## config.mk

```make
export PLATFORM = sky130hd
export DESIGN_NAME = mem_addr_arbiter
export DESIGN_NICKNAME = d
export VERILOG_FILES = /design/src/rtl/mem_addr_arbiter.sv
export SDC_FILE = /design/constraint.sdc
export NUM_CORES = 1
export LEC_CHECK = 0
export BUFFER_PORTS_ARGS = -buffer_cell sky130_fd_sc_hd__buf_2
export CORE_MARGIN = 1.5
export CORE_UTILIZATION = 39
export DETAILED_ROUTE_END_ITERATION = 16
export GPL_ROUTABILITY_DRIVEN = 0
export PLACE_DENSITY = 0.74
export SYNTH_ARGS = -nofsm -noshare
export SYNTH_HDL_FRONTEND = slang
export SYNTH_SLANG_ARGS = --single-unit
```

## constraint.sdc

```tcl
create_clock -name clk -period 1.57 [get_ports clk]
set_input_delay 0.2355 -clock clk [delete_from_list [all_inputs] [get_ports clk]]
set_output_delay 0.2355 -clock clk [all_outputs]
set_load 0.005 [all_outputs]
```

## src/rtl/mem_addr_arbiter.sv

```systemverilog
// Registered arbiter between the instruction-fetch (PC) and data (MAR) ports for the single memory address bus.
// Optional fetch anti-starvation counter is enabled by defining STARVE_GUARD_EN.
module mem_addr_arbiter #(
  parameter int unsigned       ADDR_W       = 16,
  parameter logic [ADDR_W-1:0] RESET_ADDR   = '0,
  parameter int unsigned       STARVE_LIMIT = 3
) (
  input  logic              clk,
  input  logic              rst_n,
  input  logic              fetch_req,
  input  logic [ADDR_W-1:0] fetch_addr,
  input  logic              data_req,
  input  logic [ADDR_W-1:0] data_addr,
  input  logic              data_we,
  input  logic              mem_ack,
  output logic [ADDR_W-1:0] address_bus,
  output logic              mem_req,
  output logic              mem_we,
  output logic              fetch_done,
  output logic              data_done,
  output logic              busy
);

  // Handshake: a requester holds its req level until its done pulse; memory
  // sees mem_req=1 with a stable address_bus/mem_we until it returns mem_ack=1.
  typedef enum logic {IDLE, ACCESS} state_t;
  typedef enum logic {SRC_FETCH, SRC_DATA} src_t;

  state_t            state_q, state_d;
  src_t              src_q, src_d;
  logic [ADDR_W-1:0] addr_d;
  logic              we_d, fdone_d, ddone_d;
  logic              fetch_elig, data_elig, grant_data, grant_fetch;

`ifdef STARVE_GUARD_EN
  localparam int unsigned CNT_W = (STARVE_LIMIT > 0) ? $clog2(STARVE_LIMIT + 1) : 1;
  logic [CNT_W-1:0] starve_q, starve_d;
`else
  localparam int unsigned unused_starve_limit = STARVE_LIMIT;
`endif

  assign mem_req = (state_q == ACCESS);
  assign busy    = (state_q == ACCESS);

  always_comb begin
    state_d    = state_q;
    src_d      = src_q;
    addr_d     = address_bus;
    we_d       = mem_we;
    fdone_d    = 1'b0;
    ddone_d    = 1'b0;
    // A request whose done pulse is showing is the one just served, not a new one.
    fetch_elig = fetch_req && !fetch_done;
    data_elig  = data_req && !data_done;
    grant_data = data_elig;
`ifdef STARVE_GUARD_EN
    starve_d   = starve_q;
    if (fetch_elig && data_elig && (starve_q == CNT_W'(STARVE_LIMIT)))
      grant_data = 1'b0;
`endif
    grant_fetch = fetch_elig && !grant_data;

    case (state_q)
      IDLE: begin
        we_d = 1'b0;
        if (grant_data) begin
          state_d = ACCESS;
          src_d   = SRC_DATA;
          addr_d  = data_addr;
          we_d    = data_we;
`ifdef STARVE_GUARD_EN
          // Saturates so a data grant while fetch is merely suppressed cannot wrap.
          if (!fetch_req)
            starve_d = '0;
          else if (starve_q != CNT_W'(STARVE_LIMIT))
            starve_d = starve_q + 1'b1;
`endif
        end else if (grant_fetch) begin
          state_d = ACCESS;
          src_d   = SRC_FETCH;
          addr_d  = fetch_addr;
`ifdef STARVE_GUARD_EN
          starve_d = '0;
`endif
        end
      end
      ACCESS: begin
        if (mem_ack) begin
          state_d = IDLE;
          we_d    = 1'b0;
          fdone_d = (src_q == SRC_FETCH);
          ddone_d = (src_q == SRC_DATA);
        end
      end
      default: state_d = IDLE;
    endcase
  end

  always_ff @(posedge clk or negedge rst_n) begin
    if (!rst_n) begin
      state_q     <= IDLE;
      src_q       <= SRC_FETCH;
      address_bus <= RESET_ADDR;
      mem_we      <= 1'b0;
      fetch_done  <= 1'b0;
      data_done   <= 1'b0;
`ifdef STARVE_GUARD_EN
      starve_q    <= '0;
`endif
    end else begin
      state_q     <= state_d;
      src_q       <= src_d;
      address_bus <= addr_d;
      mem_we      <= we_d;
      fetch_done  <= fdone_d;
      data_done   <= ddone_d;
`ifdef STARVE_GUARD_EN
      starve_q    <= starve_d;
`endif
    end
  end

endmodule
```

# After elaboration in Yosys (flattened, before gate mapping)
# Index checks and enable logic that the tools add are counted.
totals:
  regBits: 21
  inputBits: 38
  elab_cells: 32
op_classes:
  n_eq_ne: 1
  n_mux: 15
  bitwise_logic: 2
  n_reduce_logical: 8
op_table:
  columns: ["op", "count"]
  rows:
  - ["two-way mux 16 bit", 2]
  - ["two-way mux 1 bit", 11]
  - ["case mux 1 bit (2 select lines)", 2]
  - ["logical AND 1 bit", 3]
  - ["logical NOT 1 bit", 3]
  - ["inequality test 2 bit (second input constant)", 1]
  - ["inverter 1 bit", 2]
  - ["AND reduction 2 bit", 1]
  - ["nonzero test 2 bit", 1]

# Depth between registers and ports, before layout
depth:
  depth_word: 7
  mapped_depth: 5

# Worst setup path before layout
# No wires, ideal clock.
synth_timing:
  path_kind: "register -> register"
  startpoint: "register data_done"
  endpoint: "register address_bus[1]"
  arrival_ns: 1.380
  required_time_ns: 1.442
  path_slack_ns: 0.062
  stages_incl_launch_ff: 6
  path_buffers: 2
  period_less_slack_ns: 1.508
  path_cell_list: "dfrtp_1 -> nand2b_4 -> buf_6 -> a21oi_4 -> buf_6 -> mux2_1"
synth_between:
  elab_chain_len: 6
  word_cells_on_any_way: 7
  classes_between: "mux: 1; reduce/logical: 6"
synth_rtl:
  columns: ["item", "line", "rtl"]
  rows:
  - ["start: declaration", "20", "output logic data_done,"]
  - ["start signal: assignment", "116", "data_done <= ddone_d;"]
  - ["logical NOT 1 bit *", "54", "data_elig = data_req && !data_done;"]
  - ["logical AND 1 bit *", "54", null]
  - ["logical NOT 1 bit", "61", "grant_fetch = fetch_elig && !grant_data;"]
  - ["logical AND 1 bit", "61", null]
  - ["nonzero test 2 bit (no source line)", null, null]
  - ["AND reduction 2 bit (no source line)", null, null]
  - ["end signal: assignment", "113", "address_bus <= addr_d;"]
  - ["end: declaration", "16", "output logic [ADDR_W-1:0] address_bus,"]
# Every way passes the cells marked *; elsewhere a longest branch is shown, timed or not.
# A chain may end at the register's enable or synchronous reset.

# Final worst setup path
layout_timing:
  startpoint: "register data_done"
  endpoint: "register address_bus[5]"
# Same word-level chain as after synthesis.

==> impl_metrics.env <==
export IMPL_outcome="complete, no violations"
export IMPL_synth_cells=71
export IMPL_hp_class="input port to flip-flop"
export IMPL_drive_gt1_share_pct=73.5
export IMPL_place_area_mm2=0.00140
export IMPL_fin_skew_ns=0.00420
export IMPL_row_count=18
export IMPL_cts_resized=0
export IMPL_cts_made_buffers=3
export IMPL_p_comb_share_pct=46.4
export IMPL_post_cts_setup_buffer_count=0
export IMPL_cts_tree="done"
export IMPL_grt_pass1_wl_mm=3.52
export IMPL_hold_end="fetch_done"
export IMPL_relSlewSlack_pct=69.3
export IMPL_p_switching_mw=0.674
export IMPL_synth_area_per_cell_um2=15.2
export IMPL_path_class="flip-flop to flip-flop"
export IMPL_p_clk_share_pct=11.0
export IMPL_firstDrtPassIters=2
export IMPL_routedWlPerCell_um=12.1
export IMPL_ys_seq_area_share_pct=48.6
export IMPL_synth_seq_cells=21
export IMPL_required_ns=1.76
export IMPL_fp_dieW_um=55.7
export IMPL_nFillCells=229
export IMPL_whs_ns=0.176
export IMPL_dp_cells=157
export IMPL_post_route_min_period_ns=1.43
export IMPL_rsz0062_at_grt="false"
export IMPL_port_buffers=58
export IMPL_holdPathStages=3
export IMPL_layout_area_seq_um2=526
export IMPL_track_usage_pct=14.2
export IMPL_switching_share_pct=30.0
export IMPL_htree_levels=1
export IMPL_clk_path_buf_depth=2
export IMPL_ys_warn_count=0
export IMPL_grt_pass1_vias=831
export IMPL_power_leakage_nw=0.753
export IMPL_report_power_total_mw=2.25
export IMPL_wirelength_mm=1.97
export IMPL_diodes=0
export IMPL_start_util_pct=42.5
export IMPL_ant_nets=0
export IMPL_tightest_slew_ns=0.460
export IMPL_cts_root_buf="clkbuf_4"
export IMPL_clock_sinks=21
export IMPL_design_area_mm2=0.00143
export IMPL_syn_nets=109
export IMPL_critPathLaunchType="flip-flop"
export IMPL_grt_overflow=0
export IMPL_drt_iter0_markers=12
export IMPL_route_detailed_vias_per_inst=4.76
export IMPL_synth_cell_types=18
export IMPL_design_portCount=59
export IMPL_tns_ns=0
export IMPL_reg2reg_to="address_bus[5]"
export IMPL_peakVddDrop_mv=0.802
export IMPL_area_delta_synth_final_pct=32.4
export IMPL_reg2regPathDepth=4
export IMPL_die_h_um=55.7
export IMPL_fmax_mhz=697
export IMPL_final_core_util_pct=56.3
export IMPL_min_from="mem_ack"
export IMPL_antenna_found_initial=0
export IMPL_clkLatencyLatePin_ns=0.29
export IMPL_p_int_mw=1.58
export IMPL_reg2reg_from="data_done"
export IMPL_grt_max_degree=22
export IMPL_multi_input_area_um2=504
export IMPL_path_clk_slew_ns=0.11
export IMPL_cp_max_fo=10
export IMPL_preCtsSetupSlack_ns=0.134
export IMPL_die_area_mm2=0.00310
export IMPL_hold_buffers=1
export IMPL_p_per_area_mw_per_mm2=1570
export IMPL_hold_viol=0
export IMPL_setup_slack_ns=0.136
export IMPL_fin_cells=162
export IMPL_p_seq_share_pct=42.6
export IMPL_worst_r2r_setup_slack_ns=0.14
export IMPL_period_share_pct=91.3
export IMPL_drv_cap=0
export IMPL_drc=0
export IMPL_dp_hpwl_mm=1.53
export IMPL_slew_violations=0
export IMPL_setup_viol=0
export IMPL_critPathCaptureType="flip-flop"
export IMPL_core_area_mm2=0.00254
export IMPL_fin_nets=171
export IMPL_worst_ep_arrival_time_ns=1.62
export IMPL_vias=771
export IMPL_syn_cell_area_mm2=0.00108
-- sequential cells by signal (all words and copies together) (netlist names) --
signal	count
data_done	1
src_q	1
mem_we	1
busy	1
fetch_done	1
address_bus	16
-- synth_stat cells --
cell      number  share of area (%)
dfrtp_1       21                 49
mux2_4        16                 22
mux2_2        15                 16
o21ai_0        3                1.4
buf_6          2                2.1
nand2b_1       2                1.2
a21o_1         1               0.69
a21oi_4        1                1.5
and3_1         1               0.58
buf_4          1               0.69
buf_8          1                1.4
clkbuf_1       1               0.35
inv_1          1               0.35
mux2_1         1                1.0
nand2_1        1               0.35
nand2b_4       1                1.3
nand3_1        1               0.46
nor2_1         1               0.35
-- worst max path at each step --
| stage | from | to | slack (ns) | cells past startpoint |
|---|---|---|---|---|
| after global placement | data_done | address_bus[4] | 0.16 | 4 |
| final | data_done | address_bus[5] | 0.14 | 4 |
| after floorplan | data_done | address_bus[1] | 0.06 | 5 |
| after CTS | data_done | address_bus[5] | 0.12 | 4 |
| after global routing | data_done | address_bus[2] | 0.07 | 4 |
| after detailed placement | data_done | address_bus[5] | 0.13 | 4 |
-- per-layer routing --
layer  vias to the layer above  track usage, %  wire length, µm
met5                         -               0                0
met4                         0            4.18                6
met3                         2            3.95              213
met2                        46            24.3              888
met1                       350            17.2              861
li1                        373               -                -
-- cell usage in the layout (no fill, tap or decap), types with 2 or more instances in the layout --
| cell | synthesis | final |
|---|---|---|
| mux2_4 | 16 | 16 |
| o21ai_0 | 3 | 3 |
| clkbuf_4 | 0 | 3 |
| buf_4 | 1 | 2 |
| nand2b_1 | 2 | 2 |
| mux2_2 | 15 | 15 |
| buf_2 | 0 | 58 |
| dfrtp_1 | 21 | 21 |
-- power by group through the flow --
stage	combinational [mW]	clock (mW)	sequential [mW]
2_1_floorplan	0.695	0	0.960
3_3_place_gp	1.04	0	0.963
3_5_place_dp	1.07	0	0.964
4_1_cts	1.06	0.265	0.964
5_1_grt	1.14	0.287	1.01
6_report	1.04	0.248	0.959
-- critical path: stages (launching register included) --
cell	delay [ns]
dfrtp_1	0.39
nand2b_4	0.22
buf_12	0.18
mux2_4	0.29
mux2_4	0.25
-- area by class of cell --
type / instances / area share (%)
well taps: 30 / 2.62
inverters: 1 / 0.262
repair buffers: 62 / 23.4
flip-flops and latches: 21 / 36.7
multi-input cells: 44 / 35.2
clock buffers: 4 / 1.83
-- cells by family after synthesis --
family                 share of synthesized area, %
flip-flops                                     48.6
AND/OR/NAND/NOR                                4.16
multiplexers                                   38.8
buffers and inverters                          4.85
AO/OA/AOI/OAI                                  3.58
Note: power is estimated with default switching activity, not from simulation.
